`config.mk`:
```
export PLATFORM = sky130hd
export DESIGN_NAME = lut_interp_server
export DESIGN_NICKNAME = d
export VERILOG_FILES = /design/src/rtl/lut_interp_server.sv
export SDC_FILE = /design/constraint.sdc
export NUM_CORES = 2
export LEC_CHECK = 0
export ABC_CLOCK_PERIOD_IN_PS = 15350
export CORE_MARGIN = 2
export CORE_UTILIZATION = 50
export CTS_CLUSTER_SIZE = 28
export DETAILED_ROUTE_END_ITERATION = 10
export DONT_BUFFER_PORTS = 1
export HOLD_SLACK_MARGIN = 0.15
export PLACE_DENSITY = 0.76
export SLEW_MARGIN = 20
export SYNTH_ARGS = -nofsm -noshare
export SYNTH_HDL_FRONTEND = slang
export SYNTH_SLANG_ARGS = --single-unit
```
`constraint.sdc`:
```
create_clock -name clk -period 15.35 [get_ports clk]
set_input_delay 3.8375 -clock clk [delete_from_list [all_inputs] [get_ports clk]]
set_output_delay 3.8375 -clock clk [all_outputs]
set_load 0.02 [all_outputs]
```
`src/rtl/lut_interp_server.sv`:
```
// Linear-interpolating LUT server: a single request is turned into two LUT reads, a multiply and a
// registered, signed result with a one-cycle ready pulse. The LUT is written through a separate port.
module lut_interp_server #(
  parameter int req_data_width    = 16,
  parameter int server_data_width = 16,
  parameter int lut_addr_width    = 8
) (
  input  logic                         clk,
  input  logic                         reset,
  input  logic                         arbiter_req,
  input  logic [req_data_width-1:0]    arbiter_req_data,
  output logic [server_data_width-1:0] server_data,
  output logic                         server_ready,
  output logic                         busy,
  output logic                         overrun,
  input  logic                         lut_wr_en,
  input  logic [lut_addr_width-1:0]    lut_wr_addr,
  input  logic [server_data_width-1:0] lut_wr_data
);

  localparam int W     = server_data_width;
  localparam int AW    = lut_addr_width;
  localparam int F     = req_data_width - lut_addr_width;
  localparam int DEPTH = 1 << AW;
  localparam int PW    = W + F + 2;

  localparam logic [2:0] ST_IDLE    = 3'd0;
  localparam logic [2:0] ST_FETCH_A = 3'd1;
  localparam logic [2:0] ST_FETCH_B = 3'd2;
  localparam logic [2:0] ST_MULT    = 3'd3;
  localparam logic [2:0] ST_DONE    = 3'd4;

  logic [W-1:0]  mem [DEPTH];
  logic [W-1:0]  rd_q;
  logic [AW-1:0] addr_q, addr_d;
  logic [2:0]    state_q, state_d;
  logic [AW-1:0] index_q;
  logic [F-1:0]  frac_q;
  logic [W-1:0]  a_q;
  logic signed [PW-1:0] prod_q;
  logic [W-1:0]  data_q;
  logic          ready_q;
  logic          overrun_q;

  logic signed [W:0]    diff;
  logic signed [PW-1:0] diff_ext;
  logic signed [PW-1:0] frac_ext;
  logic signed [PW-1:0] prod_full;
  logic signed [PW-1:0] a_ext;

  // Read port samples the registered address, so data lags the address issue by one edge;
  // a same-address write returns the old word.
  always_ff @(posedge clk) begin
    rd_q <= mem[addr_q];
    if (lut_wr_en) begin
      mem[lut_wr_addr] <= lut_wr_data;
    end
  end

  always_comb begin
    state_d = state_q;
    addr_d  = addr_q;
    case (state_q)
      ST_IDLE: begin
        if (arbiter_req) begin
          state_d = ST_FETCH_A;
          addr_d  = arbiter_req_data[req_data_width-1:F];
        end
      end
      ST_FETCH_A: begin
        state_d = ST_FETCH_B;
        addr_d  = index_q + AW'(1);
      end
      ST_FETCH_B: state_d = ST_MULT;
      ST_MULT:    state_d = ST_DONE;
      ST_DONE:    state_d = ST_IDLE;
      default:    state_d = ST_IDLE;
    endcase
  end

  // b arrives on rd_q during MULT while a has been parked in a_q.
  assign diff      = $signed({rd_q[W-1], rd_q}) - $signed({a_q[W-1], a_q});
  assign diff_ext  = PW'(diff);
  assign frac_ext  = PW'({1'b0, frac_q});
  assign prod_full = diff_ext * frac_ext;
  assign a_ext     = PW'($signed(a_q));

  always_ff @(posedge clk or negedge reset) begin
    if (!reset) begin
      state_q   <= ST_IDLE;
      addr_q    <= '0;
      index_q   <= '0;
      frac_q    <= '0;
      a_q       <= '0;
      prod_q    <= '0;
      data_q    <= '0;
      ready_q   <= 1'b0;
      overrun_q <= 1'b0;
    end else begin
      state_q <= state_d;
      addr_q  <= addr_d;
      ready_q <= 1'b0;
      if (state_q == ST_IDLE && arbiter_req) begin
        index_q <= arbiter_req_data[req_data_width-1:F];
        frac_q  <= arbiter_req_data[F-1:0];
      end
      if (state_q != ST_IDLE && arbiter_req) begin
        overrun_q <= 1'b1;
      end
      if (state_q == ST_FETCH_B) begin
        a_q <= rd_q;
      end
      if (state_q == ST_MULT) begin
        prod_q <= prod_full;
      end
      if (state_q == ST_DONE) begin
        data_q  <= W'(a_ext + (prod_q >>> F));
        ready_q <= 1'b1;
      end
    end
  end

  assign server_data  = data_q;
  assign server_ready = ready_q;
  assign busy         = (state_q != ST_IDLE);
  assign overrun      = overrun_q;

endmodule

```
==> impl_results.md <==
- Power per Cell Area: 213 nW/um^2
- Dpl cell area: roughly 170000 um^2
- Synthesized flop and latch total: around 4200
- Via/cell ratio: 6.49
- Port Buf Inserts: 0
- Buffer levels on the longest clock path: 4
- Setup Slack @ Placement: around 7.4 ns
- Non-filler instance count after layout: 12234
- CTS Hold Bufs: 0
- Outcome: finished clean
- Max-slew violations: 0
- Seq/Total Area, Yosys: 75.6%
- RSZ-0062 raised after global routing: no
- Synthesized area: ~170000 um^2
- Hold crit path type: reg2reg
- P&R area growth vs syn: 11.5%
- Chip height: just under 600 um
- Num CTS Buffers: between 300 and 400
- Placed insts: roughly 11000
- CP Class: reg2reg
- GRT Total Usage: around 24%
- Final #Nets: 7751
- Min Hold Slack: between 0.4 and 0.5 ns
- Critical path endpoint category: flop
- First-pass detailed-route iteration total: 5
- Hold Fails Final Rpt: 0
- Async set-reset flop share out of synthesis: ~1.8%
- EDFF count, synth: roughly 4000
- Final WL: approximately 400000 um
- Starting Density: between 50% and 60%
- Gpl congestion: around 0.84
- Die width: 580 um
- Number of cells upsized or downsized after cts: 0
- H-tree depth: 5
- YS warnings: 0
- Clock period minus worst slack: 7.96 ns
- Vias after detailed routing: around 80000
- Critical path arrival: 8.78 ns
- Pin count of the biggest net entering global routing: approximately 260
- Residual DRC count: 0
- Core ar.: 330000 um^2
- Peak VDD IR: ~0.93 mV
- Synthesized netlist net count: ~7400
- Main flop type after synthesis: edfxtp_1
- Worst slew margin: about a tenth
- Global-route wire length before repair: roughly 590000 um
- Netlist cell types: between 50 and 60
- Post-CTS Setup Inserts: 0
- Site Rows: between 200 and 250
- Antenna violations before repair: 44
- Layout cells sized above 1: between 20% and 30%
- Flop-to-flop setup slack: ~7.4 ns
- Pleak: 57.7 nW
- Final core occ: a little under three fifths
- Post-Route Setup TNS: 0 ns
- Fin area: roughly 180000 um^2
- Final Setup Violations: 0
- Fmax: around 0.13 GHz
- MaxCap Viol Count: 0
- Vias in the first global route: 80008
- Fin crit share: 51.8%
- Setup ws final: roughly 7.4 ns
- Tightest Pin Transition: ~1.3 ns
- Setup Skew: about 0.052 ns
- DR WL/cell: about 33 um
- Die ar.: around 340000 um^2
- Iter 0 DRT Violations: 11713
- Mean post-synth cell area: around 23 um^2
- Synthesized instance count: ~7200
- Critical path data required time: approximately 16 ns
- CP Max Fanout: 9
- Overall power: roughly 40 mW
- IO Count: 63
- Skew-Pair Late Insertion Delay: just under 1 ns
- GRT overflow: 0
- CTS Sinks: roughly 4200
- Post-route ant nets: 0
- Crit path launch type: flop
- Worst-path clk slew: 0.07 ns
- Clock tree from TritonCTS: done
- Root buf cell: clkbuf_16
- Hpwl dp: between 200000 and 250000 um
## routing by layer
metal	track usage, %	vias to the layer above	part of all wire, %
met3	5.33	769	12
li1	-	30912	-
met1	33.8	42261	36
met2	38.4	5430	48
met4	9.58	12	4.2
met5	0	-	0.022
## cell usage in the layout (no fill, tap or decap), drive strengths merged, types with 10 or more instances in the layout
master    count
o211ai       10
nand4        10
ha           75
clkbuf      482
nor3         22
fa          104
o31ai        12
o21a         11
dfrtp        77
nor2        283
nand2       197
diode        15
clkinv      202
dfxtp        16
edfxtp     4096
mux4       1360
xor2         11
a21oi        20
clkinvlp     12
bufinv       20
o21ai        53
a211oi       10
nor2b        26
nand3        55
xnor2        29
and2         60
inv         183
or3          12
buf         317
nand2b       10
## logic make-up after synthesis
group / synth area share (%)
buf+inv: 1.31
simple gates: 1.90
fa+ha+maj: 1.82
compound gates: 0.647
xor+xnor: 0.211
flops: 75.6
mux: 18.5
## state kept, by name (all words and copies together) (netlist names)
register	flops
prod_q	16
mem	4096
addr_q	8
frac_q	8
overrun	1
a_q	16
rd_q	16
server_data	16
index_q	8
server_ready	1
state_q	3
## final timing paths
kind,start,endpoint,depth (start not counted)
worst max-delay path,a_q[2],prod_q[23],24
worst min-delay path,rd_q[13],a_q[13],2
worst max register to register,a_q[2],prod_q[23],24
worst min register to register,rd_q[13],a_q[13],2
max in group asynchronous,reset,prod_q[22],0
min in group asynchronous,reset,server_data[11],0
## layout make-up
type	count	area [um^2]
fill	23002	145000
sequential	4189	125000
multi-input combinational	2448	38400
clock buffer	482	10400
tap	4366	5460
timing repair buffer	317	2520
clock inverter	243	1970
inverter	174	653
antenna	15	37.5
## power breakdown
part	switching (mW)	total (mW)	internal (mW)
combinational	9.44	16.9	7.50
clock	4.24	9.42	5.19
sequential	0.243	13.0	12.7
total	13.9	39.3	25.4
## synthesized netlist by cell type (16+ instances only)
cell type,n,area [um^2]
edfxtp_1,4096,123000
mux4_2,1360,30600
nor2_1,283,1060
clkbuf_1,233,875
nand2_1,197,739
inv_1,173,649
fa_1,104,2080
buf_1,84,315
dfrtp_1,77,1930
ha_1,75,938
and2_1,60,375
buf_2,60,300
nand3_1,55,275
o21ai_0,53,265
xnor2_1,29,254
nor2b_1,26,163
nor3_1,22,110
a21oi_1,20,100
dfxtp_1,16,320
## worst max-delay path, stage by stage, from the launching register on
cell and delay, ns:
dfrtp_1 0.35, inv_1 0.06, ha_1 0.31, nor2b_1 0.16
o31ai_1 0.46, a211oi_1 0.21, o31ai_1 0.58, o211ai_1 0.22
o2bb2ai_1 0.66, nand2_1 0.30, fa_1 0.70, fa_1 0.54
inv_1 0.05, fa_1 0.53, inv_1 0.05, fa_1 0.47
inv_1 0.05, ha_1 0.33, a21o_1 0.17, a21o_1 0.16
a21o_1 0.21, or4b_2 0.61, o211ai_1 0.20, a21bo_2 0.24
a31o_2 0.22
No activity file was read; power rests on OpenSTA's default activity.
